File: src/rtl/motor_pwm_controller.sv
// Motor PWM generator: 15-slot registered PWM whose duty follows a 4-bit setpoint at period boundaries.
// Optional MOTOR_PWM_RAMP_EN adds a ramp FSM stepping the duty by 1 every RAMP_PERIODS periods.
module motor_pwm_controller #(
    parameter int PRESCALE     = 3334,
    parameter int RAMP_PERIODS = 8
) (
    input  logic       FPGA_clk,
    input  logic       FPGA_reset,
    input  logic [3:0] cmd_data,
    input  logic       cmd_valid,
    output logic       pwm_out,
    output logic [3:0] duty_current,
    output logic       busy,
    output logic [1:0] dbg_state
);

    localparam int PS_W = (PRESCALE > 1) ? $clog2(PRESCALE) : 1;
    localparam logic [PS_W-1:0] PS_LAST = PS_W'(PRESCALE - 1);

    typedef enum logic [1:0] {
        ST_IDLE      = 2'd0,
        ST_RAMP_UP   = 2'd1,
        ST_RAMP_DOWN = 2'd2
    } state_t;

    if (PRESCALE < 1 || RAMP_PERIODS < 1) begin : g_param_check
        $error("motor_pwm_controller: PRESCALE and RAMP_PERIODS must be >= 1");
    end

    logic [PS_W-1:0] r_presc;
    logic [3:0]      r_slot;
    logic [3:0]      r_target;
    logic [3:0]      r_duty;
    logic            r_pwm;
    logic            r_busy;
    logic            w_slot_tick;
    logic            w_period_end;

    assign w_slot_tick  = (r_presc == PS_LAST);
    assign w_period_end = w_slot_tick && (r_slot == 4'd14);

    // PWM compares against the duty already in force; duty only moves at period_end.
    always_ff @(posedge FPGA_clk) begin
        if (FPGA_reset) begin
            r_presc  <= '0;
            r_slot   <= 4'd0;
            r_pwm    <= 1'b0;
            r_target <= 4'd0;
            r_busy   <= 1'b0;
        end else begin
            r_presc <= w_slot_tick ? '0 : r_presc + 1'b1;
            if (w_slot_tick) begin
                r_slot <= (r_slot == 4'd14) ? 4'd0 : r_slot + 4'd1;
            end
            r_pwm <= (r_slot < r_duty);
            if (cmd_valid) begin
                r_target <= cmd_data;
            end
            r_busy <= (r_duty != r_target);
        end
    end

`ifdef MOTOR_PWM_RAMP_EN
    localparam int RP_W = (RAMP_PERIODS > 1) ? $clog2(RAMP_PERIODS) : 1;
    localparam logic [RP_W-1:0] RP_LAST = RP_W'(RAMP_PERIODS - 1);

    state_t          r_state;
    state_t          w_state_nxt;
    logic [RP_W-1:0] r_ramp_cnt;
    logic [RP_W-1:0] w_ramp_cnt_nxt;
    logic [3:0]      w_duty_nxt;

    always_ff @(posedge FPGA_clk) begin
        if (FPGA_reset) begin
            r_state    <= ST_IDLE;
            r_ramp_cnt <= '0;
            r_duty     <= 4'd0;
        end else begin
            r_state    <= w_state_nxt;
            r_ramp_cnt <= w_ramp_cnt_nxt;
            r_duty     <= w_duty_nxt;
        end
    end

    // r_target here is still the pre-edge value, so a coincident command waits a period.
    always_comb begin
        w_state_nxt    = r_state;
        w_ramp_cnt_nxt = r_ramp_cnt;
        w_duty_nxt     = r_duty;
        if (w_period_end) begin
            case (r_state)
                ST_IDLE: begin
                    w_ramp_cnt_nxt = '0;
                    if (r_target > r_duty) begin
                        w_state_nxt = ST_RAMP_UP;
                    end else if (r_target < r_duty) begin
                        w_state_nxt = ST_RAMP_DOWN;
                    end
                end
                ST_RAMP_UP: begin
                    if (r_target == r_duty) begin
                        w_state_nxt    = ST_IDLE;
                        w_ramp_cnt_nxt = '0;
                    end else if (r_target < r_duty) begin
                        w_state_nxt = ST_RAMP_DOWN;
                    end else if (r_ramp_cnt == RP_LAST) begin
                        w_duty_nxt     = r_duty + 4'd1;
                        w_ramp_cnt_nxt = '0;
                        if (r_duty + 4'd1 == r_target) begin
                            w_state_nxt = ST_IDLE;
                        end
                    end else begin
                        w_ramp_cnt_nxt = r_ramp_cnt + 1'b1;
                    end
                end
                ST_RAMP_DOWN: begin
                    if (r_target == r_duty) begin
                        w_state_nxt    = ST_IDLE;
                        w_ramp_cnt_nxt = '0;
                    end else if (r_target > r_duty) begin
                        w_state_nxt = ST_RAMP_UP;
                    end else if (r_ramp_cnt == RP_LAST) begin
                        w_duty_nxt     = r_duty - 4'd1;
                        w_ramp_cnt_nxt = '0;
                        if (r_duty - 4'd1 == r_target) begin
                            w_state_nxt = ST_IDLE;
                        end
                    end else begin
                        w_ramp_cnt_nxt = r_ramp_cnt + 1'b1;
                    end
                end
                default: begin
                    w_state_nxt    = ST_IDLE;
                    w_ramp_cnt_nxt = '0;
                end
            endcase
        end
    end

    assign dbg_state = r_state;
`else
    always_ff @(posedge FPGA_clk) begin
        if (FPGA_reset) begin
            r_duty <= 4'd0;
        end else if (w_period_end) begin
            r_duty <= r_target;
        end
    end

    assign dbg_state = ST_IDLE;
`endif

    assign pwm_out      = r_pwm;
    assign duty_current = r_duty;
    assign busy         = r_busy;

endmodule

File: config.mk
export PLATFORM = sky130hd
export DESIGN_NAME = motor_pwm_controller
export DESIGN_NICKNAME = d
export VERILOG_FILES = /design/src/rtl/motor_pwm_controller.sv
export SDC_FILE = /design/constraint.sdc
export NUM_CORES = 1
export LEC_CHECK = 0
export CORE_ASPECT_RATIO = 1.25
export CORE_UTILIZATION = 48
export DETAILED_ROUTE_END_ITERATION = 16
export PLACE_DENSITY = 0.73
export RECOVER_POWER = 50
export SLEW_MARGIN = 40
export SYNTH_ARGS = -nofsm -noshare
export SYNTH_HDL_FRONTEND = slang
export SYNTH_SLANG_ARGS = --single-unit
File: constraint.sdc
create_clock -name FPGA_clk -period 1.5 [get_ports FPGA_clk]
set_input_delay 0.45 -clock FPGA_clk [delete_from_list [all_inputs] [get_ports FPGA_clk]]
set_output_delay 0.45 -clock FPGA_clk [all_outputs]
set_load 0.005 [all_outputs]
==> results.md <==
* Status: finished with violations
* Failing checks: negative setup slack
* TritonCTS sink count at 26
* Global-route wire length before repair at 4150 microns
* Diode count at 0
* DRC at 0
* Asr flop ratio synth at 0
* Pwr per Cell Area at 772 mW/mm^2
* WL/cell at about 13 microns
* Largest net degree at the start of global routing at 16
* Max IR drop VDD at 0.000663 V
* Max Buffers Root-to-Sink at 2
* EDFF count, synth at 0
* Worst path required time at 1.73 ns
* Min setup slack post-route at -0.0872 ns
* Post-Syn Area at approximately 0.0012 sq mm
* Hold_buf cts at 0
* Synthesized instance count at 127
* Hold Fails Final Rpt at 0
* Critical path peak fanout at 5
* # nets final at ~180
* Max_cap viols at 0
* Synth cell types at 33
* Rows at 20
* Vias in the first global route at between 1000 and 1500
* Worst r2r path cells at 5
* Hpwl dp at ~1800 microns
* Worst-Margin Slew at 0.485 ns
* CTS tree: yes
* Worst setup EP type: register
* Worst hold margin at ~0.54 ns
* Worst setup startpoint: r_presc[3]$_SDFF_PP0_
* H-tree depth at 1
* Yosys warns at 0
* Vias/cell at 5.10
* Final TNS setup at -0.486 ns
* CP arrival at about 1.8 ns
* Placer Congestion at 0.786
* Chip height at approximately 59 microns
* Detailed-route via count at 1000
* P&R area growth vs syn at 35.8%
* Post-synth top area share at 0.418
* FF+latch count, synth at 26
* Min Tclk post-route at 1.59 ns
* Fin. max-slew vios at 0
* Starting DRC count in detailed routing at 14
* Antenna Nets Post-Route at 0
* Most used DFF post-synth: dfxtp_1
* Worst clock skew at 0.00464 ns
* PortBufs at 12
* Final Cycle Share at 1.06
* Worst hold-check path type: reg2reg
* Initial antenna violation count at 0
* Total Routed Length at 2610 microns
* Lkg Pwr at 0.000665 uW
* R2R setup slack at -0.09 ns
* Global route overflow at 0
* RSZ-0062 raised after global routing: yes
* Type of origin of the critical path: register
* Critical path endpoint: r_slot[2]$_SDFFE_PP0N_
* Worst r2r dst: r_slot[2]$_SDFFE_PP0N_
* Initial core utilization at 0.508
* Count leader, synth: dfxtp_1
* CP Class: reg2reg
* Cell taking the most area after synthesis: dfxtp_1
* Largest cells by area after synthesis: dfxtp_1, mux2i_1, nor2_1
* Clock root buffer: clkbuf_4
* Die Wd at roughly 48 microns
* Worst R2R Start: r_presc[3]$_SDFF_PP0_
* Worst skew pair latency at 0.33 ns
* First drt pass iteration count at 3
* Post-Route Utilization at 0.690
* Setup Viol. Count Final at 17
* DIE AREA at 0.00281 sq mm
* Cts bufs inserted at 3
* Fmax achieved at 630 MHz
* Commonest cells post-synth: dfxtp_1, nor2_1, mux2i_1, xor2_1, xnor2_1
* Share of post-route cells with drive strength above 1 at 0.362
* Slew HR at 0.673
* IO Count at 15
* Core outline area at 0.00245 sq mm
* All-Layer GR Usage at 0.212
* Sequential area share after synthesis at 0.418
* Clock slew at reported path FFs at ~0.14 ns
* Average size of a mapped cell at ~9.8 sq um
## per-layer routing
layer | up-vias | global-route usage | share of wire
met3 | 6 | 0.0305 | 0.020
met5 | - | 0 | 0
met4 | 0 | 0.111 | 0.035
li1 | 508 | - | -
met2 | 16 | 0.429 | 0.57
met1 | 470 | 0.182 | 0.38
## critical path, stage by stage (launching register included)
cell,delay (ns)
dfxtp_2,0.34
or3_4,0.38
or3_4,0.39
buf_6,0.15
o21ai_4,0.14
o41ai_2,0.09
## area by class of cell
class                   count  area [sq um]
clock inverters             1          30.0
flip-flops and latches     26           532
repair buffers             37           302
fillers                   193           759
inverters                   5          18.8
well taps                  33          41.3
multi-input cells          91           747
clock buffers               3          22.5
## power breakdown
part | total, uW | switching (uW) | leakage, uW | internal (uW)
Sequential | 720 | 12.5 | 0.000215 | 708
Combinational | 104 | 46.9 | 0.000422 | 57.6
Clock | 483 | 212 | 0.0000279 | 271
## registers in the layout, indices dropped and copies added (netlist names)
register,flops
r_target,4
busy,1
duty_current,4
r_presc,12
pwm_out,1
r_slot,4
## what timing repair did
action                     CTS  global route
pin swaps                    6             0
setup endpoints to repair   22            20
cloned                       2             0
setup buffers                4             0
hold endpoints to repair     0             0
resized for setup           21            11
## metrics by stage
step / total power, uW / setup WS (ns) / cell area (sq um) / instances
after floorplan: 786 / -0.0769 / 1270 / 128
after global placement: 817 / -0.0361 / 1520 / 186
after detailed placement: 822 / -0.0538 / 1520 / 186
after CTS: 1310 / -0.0643 / 1670 / 196
after global routing: 1360 / -0.115 / 1690 / 196
final: 1310 / -0.0872 / 1690 / 196
## how the worst min path moves through the flow
| stage | cells past startpoint | slack (ns) | startpoint | end |
|---|---|---|---|---|
| floorplan | 1 | 0.42 | r_presc[0]$_SDFF_PP0_ | r_presc[0]$_SDFF_PP0_ |
| global placement | 2 | 0.47 | r_presc[11]$_SDFF_PP0_ | r_presc[11]$_SDFF_PP0_ |
| CTS | 2 | 0.53 | r_presc[11]$_SDFF_PP0_ | r_presc[11]$_SDFF_PP0_ |
| global route | 2 | 0.57 | r_presc[11]$_SDFF_PP0_ | r_presc[11]$_SDFF_PP0_ |
| finish | 2 | 0.54 | r_presc[11]$_SDFF_PP0_ | r_presc[11]$_SDFF_PP0_ |
| detailed placement | 2 | 0.51 | r_presc[11]$_SDFF_PP0_ | r_presc[11]$_SDFF_PP0_ |
## cells in the final DEF (no fill, tap or decap), drive strengths merged, types with 5 or more instances in the layout
master          n
dfxtp          26
buf            23
nor2           19
mux2i           8
xor2            8
xnor2           6
dlygate4sd2     6
nand3           5
clkdlybuf4s50   5
inv             5
ha              5
clkbuf          5
o21ai           5
## cell families after synthesis
kind of cell	Yosys count	share of synthesized area
flip-flops	26	0.418
other	1	0.00301
AO/OA/AOI/OAI	14	0.0853
XOR/XNOR	14	0.0984
multiplexers	8	0.0643
adder cells (fa/ha/maj)	5	0.0502
buffers and inverters	12	0.0602
AND/OR/NAND/NOR	47	0.221
(Power assumes the default switching activity.)
